===== src/rtl/nes_cpu_pkg.sv =====
// Shared NES CPU core types and constants: address width, PC unit states, vector addresses.
// Pure declarations, no logic.
package nes_cpu_pkg;

    localparam int MEM_ADDR_SIZE = 16;

    localparam logic [15:0] RESET_VEC_ADDR = 16'hFFFC;
    localparam logic [15:0] NMI_VEC_ADDR   = 16'hFFFA;
    localparam logic [15:0] IRQ_VEC_ADDR   = 16'hFFFE;

    typedef logic [1:0] instr_len_t;

    typedef enum logic [1:0] {
        VEC_LO,
        VEC_HI,
        RUN,
        BR_FIX
    } pc_state_e;

endpackage


===== src/rtl/pc_branch_calc.sv =====
// Relative branch target: sign-extends the 8-bit offset, adds it to the PC and flags a page change.
// Purely combinational, zero latency, no backpressure.
module pc_branch_calc #(
    parameter int ADDR_W = 16
) (
    input  logic [ADDR_W-1:0] pc_i,
    input  logic [7:0]        off_i,
    output logic [ADDR_W-1:0] sum_o,
    output logic              page_cross_o
);

    logic [ADDR_W-1:0] off_ext;

    always_comb begin
        off_ext      = {{(ADDR_W-8){off_i[7]}}, off_i};
        sum_o        = pc_i + off_ext;
        page_cross_o = (sum_o[ADDR_W-1:8] != pc_i[ADDR_W-1:8]);
    end

endmodule


===== src/rtl/pc_unit.sv =====
// Program counter: variable-length increment, jumps, relative branches with page-cross fix-up, vector loads.
// One-cycle update latency; stall_i freezes RUN/BR_FIX, vector reads wait on mem_ack_i.
module pc_unit
    import nes_cpu_pkg::*;
#(
    parameter int                ADDR_W    = MEM_ADDR_SIZE,
    parameter logic [ADDR_W-1:0] RESET_VEC = ADDR_W'(RESET_VEC_ADDR),
    parameter logic [ADDR_W-1:0] NMI_VEC   = ADDR_W'(NMI_VEC_ADDR),
    parameter logic [ADDR_W-1:0] IRQ_VEC   = ADDR_W'(IRQ_VEC_ADDR)
) (
    input  logic              clk_i,
    input  logic              rstn_i,
    input  logic              stall_i,
    input  logic              incr_i,
    input  logic [1:0]        instr_len_i,
    input  logic              jump_i,
    input  logic [ADDR_W-1:0] jump_pc_i,
    input  logic              branch_i,
    input  logic [7:0]        branch_off_i,
    input  logic              vec_req_i,
    input  logic              vec_sel_i,
    output logic              mem_req_o,
    output logic [ADDR_W-1:0] mem_addr_o,
    input  logic [7:0]        mem_rdata_i,
    input  logic              mem_ack_i,
    output logic [ADDR_W-1:0] pc_o,
    output logic              pc_valid_o,
    output logic              busy_o,
    output logic              page_cross_o
);

    pc_state_e         state_q, state_d;
    logic [ADDR_W-1:0] vec_addr_q, vec_addr_d;
    logic [7:0]        lo_q, lo_d;
    logic [ADDR_W-1:0] pc_q, pc_d;
    logic              pc_valid_q, pc_valid_d;
    logic [ADDR_W-1:0] fix_pc_q, fix_pc_d;
    logic              page_cross_q, page_cross_d;

    logic [ADDR_W-1:0] br_sum;
    logic              br_cross;
    instr_len_t        len;

    pc_branch_calc #(.ADDR_W(ADDR_W)) u_branch_calc (
        .pc_i        (pc_q),
        .off_i       (branch_off_i),
        .sum_o       (br_sum),
        .page_cross_o(br_cross)
    );

    assign len = instr_len_i;

    always_comb begin
        state_d      = state_q;
        vec_addr_d   = vec_addr_q;
        lo_d         = lo_q;
        pc_d         = pc_q;
        pc_valid_d   = pc_valid_q;
        fix_pc_d     = fix_pc_q;
        page_cross_d = 1'b0;

        case (state_q)
            VEC_LO: begin
                if (mem_ack_i) begin
                    lo_d    = mem_rdata_i;
                    state_d = VEC_HI;
                end
            end
            VEC_HI: begin
                if (mem_ack_i) begin
                    pc_d       = ADDR_W'({mem_rdata_i, lo_q});
                    pc_valid_d = 1'b1;
                    state_d    = RUN;
                end
            end
            RUN: begin
                if (!stall_i) begin
                    if (vec_req_i) begin
                        vec_addr_d = vec_sel_i ? IRQ_VEC : NMI_VEC;
                        pc_valid_d = 1'b0;
                        state_d    = VEC_LO;
                    end else if (jump_i) begin
                        pc_d = jump_pc_i;
                    end else if (branch_i) begin
                        if (!br_cross) begin
                            pc_d = br_sum;
                        end else begin
                            // Low byte lands first, as on the 6502; the high byte is fixed next cycle.
                            pc_d         = {pc_q[ADDR_W-1:8], br_sum[7:0]};
                            fix_pc_d     = br_sum;
                            pc_valid_d   = 1'b0;
                            page_cross_d = 1'b1;
                            state_d      = BR_FIX;
                        end
                    end else if (incr_i) begin
                        pc_d = pc_q + ADDR_W'(len);
                    end
                end
            end
            BR_FIX: begin
                if (!stall_i) begin
                    pc_d       = fix_pc_q;
                    pc_valid_d = 1'b1;
                    state_d    = RUN;
                end
            end
            default: state_d = VEC_LO;
        endcase
    end

    always_ff @(posedge clk_i or negedge rstn_i) begin
        if (!rstn_i) begin
            state_q      <= VEC_LO;
            vec_addr_q   <= RESET_VEC;
            lo_q         <= 8'h00;
            pc_q         <= '0;
            pc_valid_q   <= 1'b0;
            fix_pc_q     <= '0;
            page_cross_q <= 1'b0;
        end else begin
            state_q      <= state_d;
            vec_addr_q   <= vec_addr_d;
            lo_q         <= lo_d;
            pc_q         <= pc_d;
            pc_valid_q   <= pc_valid_d;
            fix_pc_q     <= fix_pc_d;
            page_cross_q <= page_cross_d;
        end
    end

    assign mem_req_o    = (state_q == VEC_LO) || (state_q == VEC_HI);
    assign mem_addr_o   = (state_q == VEC_HI) ? vec_addr_q + ADDR_W'(1) : vec_addr_q;
    assign pc_o         = pc_q;
    assign pc_valid_o   = pc_valid_q;
    assign busy_o       = (state_q != RUN);
    assign page_cross_o = page_cross_q;

endmodule


===== config.mk =====
export PLATFORM = sky130hd
export DESIGN_NAME = pc_unit
export DESIGN_NICKNAME = d
export VERILOG_FILES = /design/src/rtl/nes_cpu_pkg.sv /design/src/rtl/pc_branch_calc.sv /design/src/rtl/pc_unit.sv
export SDC_FILE = /design/constraint.sdc
export NUM_CORES = 1
export LEC_CHECK = 0
export ABC_AREA = 1
export CAP_MARGIN = 10
export CORE_MARGIN = 10
export CORE_UTILIZATION = 40
export CTS_BUF_LIST = sky130_fd_sc_hd__clkbuf_4 sky130_fd_sc_hd__clkbuf_8
export CTS_CLUSTER_DIAMETER = 50
export DETAILED_ROUTE_END_ITERATION = 6
export PLACE_DENSITY_LB_ADDON = 0.15
export SYNTH_ARGS = -nofsm -noshare
export SYNTH_HDL_FRONTEND = slang
export SYNTH_HIERARCHICAL = 1
export SYNTH_SLANG_ARGS = --single-unit
export TNS_END_PERCENT = 5

===== constraint.sdc =====
create_clock -name clk_i -period 2.9 [get_ports clk_i]
set_clock_uncertainty 0.05 [all_clocks]
set_input_delay 0.58 -clock clk_i [delete_from_list [all_inputs] [get_ports clk_i]]
set_output_delay 0.58 -clock clk_i [all_outputs]
set_load 0.02 [all_outputs]

==> tab_implementation.tex <==
\begin{tabular}{lr}
\hline
Metric & Value \\
\hline
\multicolumn{2}{l}{\textbf{Finish}} \\
\quad Final net count & 853 \\
\quad Area grow syn2layout & 44.7\% \\
\quad Antenna cell count & 0 \\
\quad Proportion of layout cells with a drive suffix above 1 & approximately a quarter \\
\multicolumn{2}{l}{\textbf{Placed design}} \\
\quad Setup slack after placement & -687 ps \\
\quad Input/output buffers & 65 \\
\quad GPL Wtd Cong & $\sim$0.91 \\
\quad HPWL after DPL & 11,700 um \\
\multicolumn{2}{l}{\textbf{Floorplan}} \\
\quad Width of the die & 122 um \\
\quad Core outline area & $\sim$10,000 sq um \\
\quad Total die area & $\sim$15,000 sq um \\
\quad \# IOs & 79 \\
\quad Number of standard-cell rows in the floorplan & 37 \\
\quad Initial Utilization & between 40\% and 50\% \\
\quad Vertical die dimension & 122 um \\
\multicolumn{2}{l}{\textbf{Setup path}} \\
\quad CP max stage delay & between 300 and 400 ps \\
\quad Worst-case register-to-register setup slack & approximately 120 ps \\
\quad Category of the critical setup timing path & in -> reg \\
\quad Data arrival, critical path & 2940 ps \\
\quad Terminus of the critical flop-to-flop path & pc\_o[14]\$\_DFFE\_PN0P\_ \\
\quad Top cell family by delay on the critical path & simple AND/OR/NAND/NOR gates \\
\quad CP Capture Type & register \\
\quad Nature of the critical path startpoint & input port \\
\quad Library cell appearing most often on the critical path & sky130\_fd\_sc\_hd\_\_nand2\_2 \\
\quad Cells on worst reg2reg path & 18 \\
\quad Required time at the endpoint of the critical path & 3050 ps \\
\quad Cell Chain, Critical Path & dlygate4sd2\_1, ha\_4, buf\_4, nand2\_1, nand2\_1, inv\_1, nand2\_2, nand2\_2, nand2\_2, nand2\_2, buf\_4, nand2\_2, nand2\_1, nand3\_1, nor2\_1, nand2\_2, nand2\_2, nor3\_4, nor2\_8, buf\_4, nor2\_4, a21oi\_1 \\
\quad Beginning of the worst register-to-register path & pc\_o[0]\$\_DFFE\_PN0P\_ \\
\quad Number of buffer and inverter stages on the critical path & 5 \\
\quad Max stage delay cell, worst path & sky130\_fd\_sc\_hd\_\_nor3\_4 \\
\quad CP max FO & 5 \\
\multicolumn{2}{l}{\textbf{CTS}} \\
\quad Hold-fix buffers, CTS & 0 \\
\quad TritonCTS clock tree & built \\
\quad Clock tree sinks & 46 \\
\quad Clock buffer count from CTS & 5 \\
\quad Clock-pin slew reported for the worst setup and hold paths after clock tree synthesis & approximately 100 ps \\
\quad Maximum level of the CTS H-tree & 2 \\
\quad Number of buffers on the longest clock path & 2 \\
\quad Clock latency on the worst-skew pair & $\sim$310 ps \\
\quad Clk Tree Root Cell & sky130\_fd\_sc\_hd\_\_clkbuf\_8 \\
\multicolumn{2}{l}{\textbf{Route}} \\
\quad Number of vias per cell & 5.07 \\
\quad ANT nets after route & 0 \\
\quad WL per Instance & 16.5 um \\
\quad Total wire length after detailed routing & 15,300 um \\
\quad DRC viols & 0 \\
\quad 1st-iter DRT viols & 311 \\
\quad Total vias in the final route & around 4.7k \\
\quad DR pass1 iterations & 7 \\
\multicolumn{2}{l}{\textbf{GRT}} \\
\quad Pin count of the biggest net entering global routing & 35 \\
\quad Grt total ovfl & 0 \\
\quad Via count of the first global-routing pass & 4,705 \\
\quad First-pass GRT wire length & 24,100 um \\
\quad Global-route usage over all layers & 20.2\% \\
\quad Number of antenna violations at the first check in global routing & 0 \\
\multicolumn{2}{l}{\textbf{STA}} \\
\quad \# setup viols final & 0 \\
\quad Maximum frequency from static timing analysis & 358 MHz \\
\quad Final worst path period share & 96.3\% \\
\quad Total negative slack & 0 ps \\
\quad Setup repair after global routing missed its margin & yes \\
\quad Worst setup margin & roughly 110 ps \\
\quad Hold Vio Cnt, Final & 0 \\
\quad Fin. max-slew vios & 0 \\
\quad Crit path time final & between 2000 and 3000 ps \\
\multicolumn{2}{l}{\textbf{Pwr}} \\
\quad Total Power & just under 0.007 W \\
\quad Power Density & 1150 nW/um\^{}2 \\
\quad VDD IR max & 0.000494 V \\
\quad Leakage power summed over all cells & approximately 3 nW \\
\multicolumn{2}{l}{\textbf{Yosys}} \\
\quad Flops \& latches, synth & 46 \\
\quad Count of flip-flops with a built-in enable after synthesis & 0 \\
\quad Share of Yosys cell area claimed by the top area cell type & between 20\% and 30\% \\
\quad Top cell type by total area after synthesis & sky130\_fd\_sc\_hd\_\_dfrtp\_1 \\
\quad Syn\_area\_per\_cell & roughly 6.3 sq um \\
\quad Synthesized instance count & 653 \\
\quad Post-synthesis cell type count & 46 \\
\quad Fraction of synthesis flops using an asynchronous set or reset pin & 100\% \\
\quad Most common cell in the netlist & sky130\_fd\_sc\_hd\_\_nand2\_1 \\
\quad Count of yosys warnings during synthesis & 6 \\
\quad Most frequently used flop master after synthesis & sky130\_fd\_sc\_hd\_\_dfrtp\_1 \\
\quad Most common library cells after synthesis & 200 x sky130\_fd\_sc\_hd\_\_nand2\_1, 86 x sky130\_fd\_sc\_hd\_\_inv\_1, 81 x sky130\_fd\_sc\_hd\_\_nor2\_1, 56 x sky130\_fd\_sc\_hd\_\_nand3\_1, 45 x sky130\_fd\_sc\_hd\_\_dfrtp\_1 \\
\quad Register area share after synthesis & 27.8\% \\
\quad Synth Cell Area & approximately 4100 sq um \\
\quad Top cells by area in the synthesized netlist & sky130\_fd\_sc\_hd\_\_dfrtp\_1 27\%, sky130\_fd\_sc\_hd\_\_nand2\_1 18\%, sky130\_fd\_sc\_hd\_\_inv\_1 7.8\% \\
\multicolumn{2}{l}{\textbf{Worst hold path}} \\
\quad Hold WC Path Type & in -> async \\
\multicolumn{2}{l}{\textbf{Flow run}} \\
\quad Max-capacitance violation count & 0 \\
\multicolumn{2}{l}{\textbf{Status}} \\
\quad Result of the run & finished, final reports clean \\
\hline
\end{tabular}
layer usage:
| metal | track usage (%) | wire length [um] |
|---|---|---|
| met4 | 6.56 | 395 |
| met1 | 25.5 | 6550 |
| met5 | 0 | 0 |
| met3 | 3.89 | 910 |
| met2 | 33.9 | 7420 |
cells in the final DEF, fill, tap and decap left out, drive strengths merged, types with 2 or more instances in the layout:
cell / count
nand2: 204
inv: 92
nor2: 87
buf: 83
nand3: 58
clkdlybuf4s50: 56
dfrtp: 45
o21ai: 37
a21oi: 35
ha: 17
conb: 13
nand4: 7
xor2: 7
clkbuf: 7
xnor2: 4
dlygate4sd2: 4
o21bai: 3
o211ai: 3
a41oi: 3
o22ai: 3
nor3: 3
a22oi: 2
nand3b: 2
clkinvlp: 2
dlymetal6s2s: 2
fa: 2
and2: 2
metrics by stage:
stage	cell area, sq um	instances	utilization [%]	hold slack [ps]
3_3_place_gp	5310	901	52.1	400
6_report	5990	928	58.8	99.9
3_5_place_dp	5310	901	52.1	405
4_1_cts	5680	915	55.8	103
2_1_floorplan	4180	665	-	234
5_1_grt	5990	928	58.8	97.7
cell type report:
type	count	area, sq um
Fill cell	1018	4190
Multi-Input combinational cell	499	2940
Timing Repair Buffer	147	1280
Sequential cell	46	1150
Inverter	92	353
Tap cell	136	170
Clock buffer	5	68.8
Clock inverter	3	23.8
flip-flops by register name (all words and copies together), names as in the netlist:
name          flops
pc_o             16
state_q           2
fix_pc_q         16
page_cross_o      1
lo_q              8
pc_valid_o        1
vec_addr_q        2
where the power goes:
group | total (W) | switching (W) | internal, W | leakage [nW]
Combinational | 0.00528 | 0.00302 | 0.00225 | 2.42
Clock | 0.000420 | 0.000247 | 0.000173 | 0.0408
Sequential | 0.00121 | 0.000262 | 0.000952 | 0.543
worst max path at each step:
stage                         start                endpoint  slack [ps]  cells past startpoint
floorplan           branch_off_i[0]    pc_o[10]$_DFFE_PN0P_          90                     19
global placement    branch_off_i[0]    pc_o[15]$_DFFE_PN0P_        -610                     22
detailed placement  branch_off_i[0]     pc_o[8]$_DFFE_PN0P_        -690                     20
CTS                 branch_off_i[7]  state_q[1]$_DFFE_PN0P_           2                     17
global route        branch_off_i[6]    pc_o[13]$_DFFE_PN0P_         -60                     20
finish              branch_off_i[5]    pc_o[14]$_DFFE_PN0P_         110                     22
timing repair:
action,CTS,global route
gates resized for setup,50,70
pin swaps,21,38
cloned,2,0
endpoints found under the hold margin,0,0
setup endpoints to repair,28,28
buffers inserted,4,13
kinds of logic after synthesis:
group | Yosys count | synth area share (%)
buf+inv | 121 | 13.0
compound gates | 89 | 12.2
other cells | 1 | 0.0906
simple gates | 365 | 38.2
mux | 1 | 0.272
fa+ha+maj | 19 | 6.11
xor+xnor | 11 | 2.33
flops | 46 | 27.8
(Power assumes the default switching activity.)
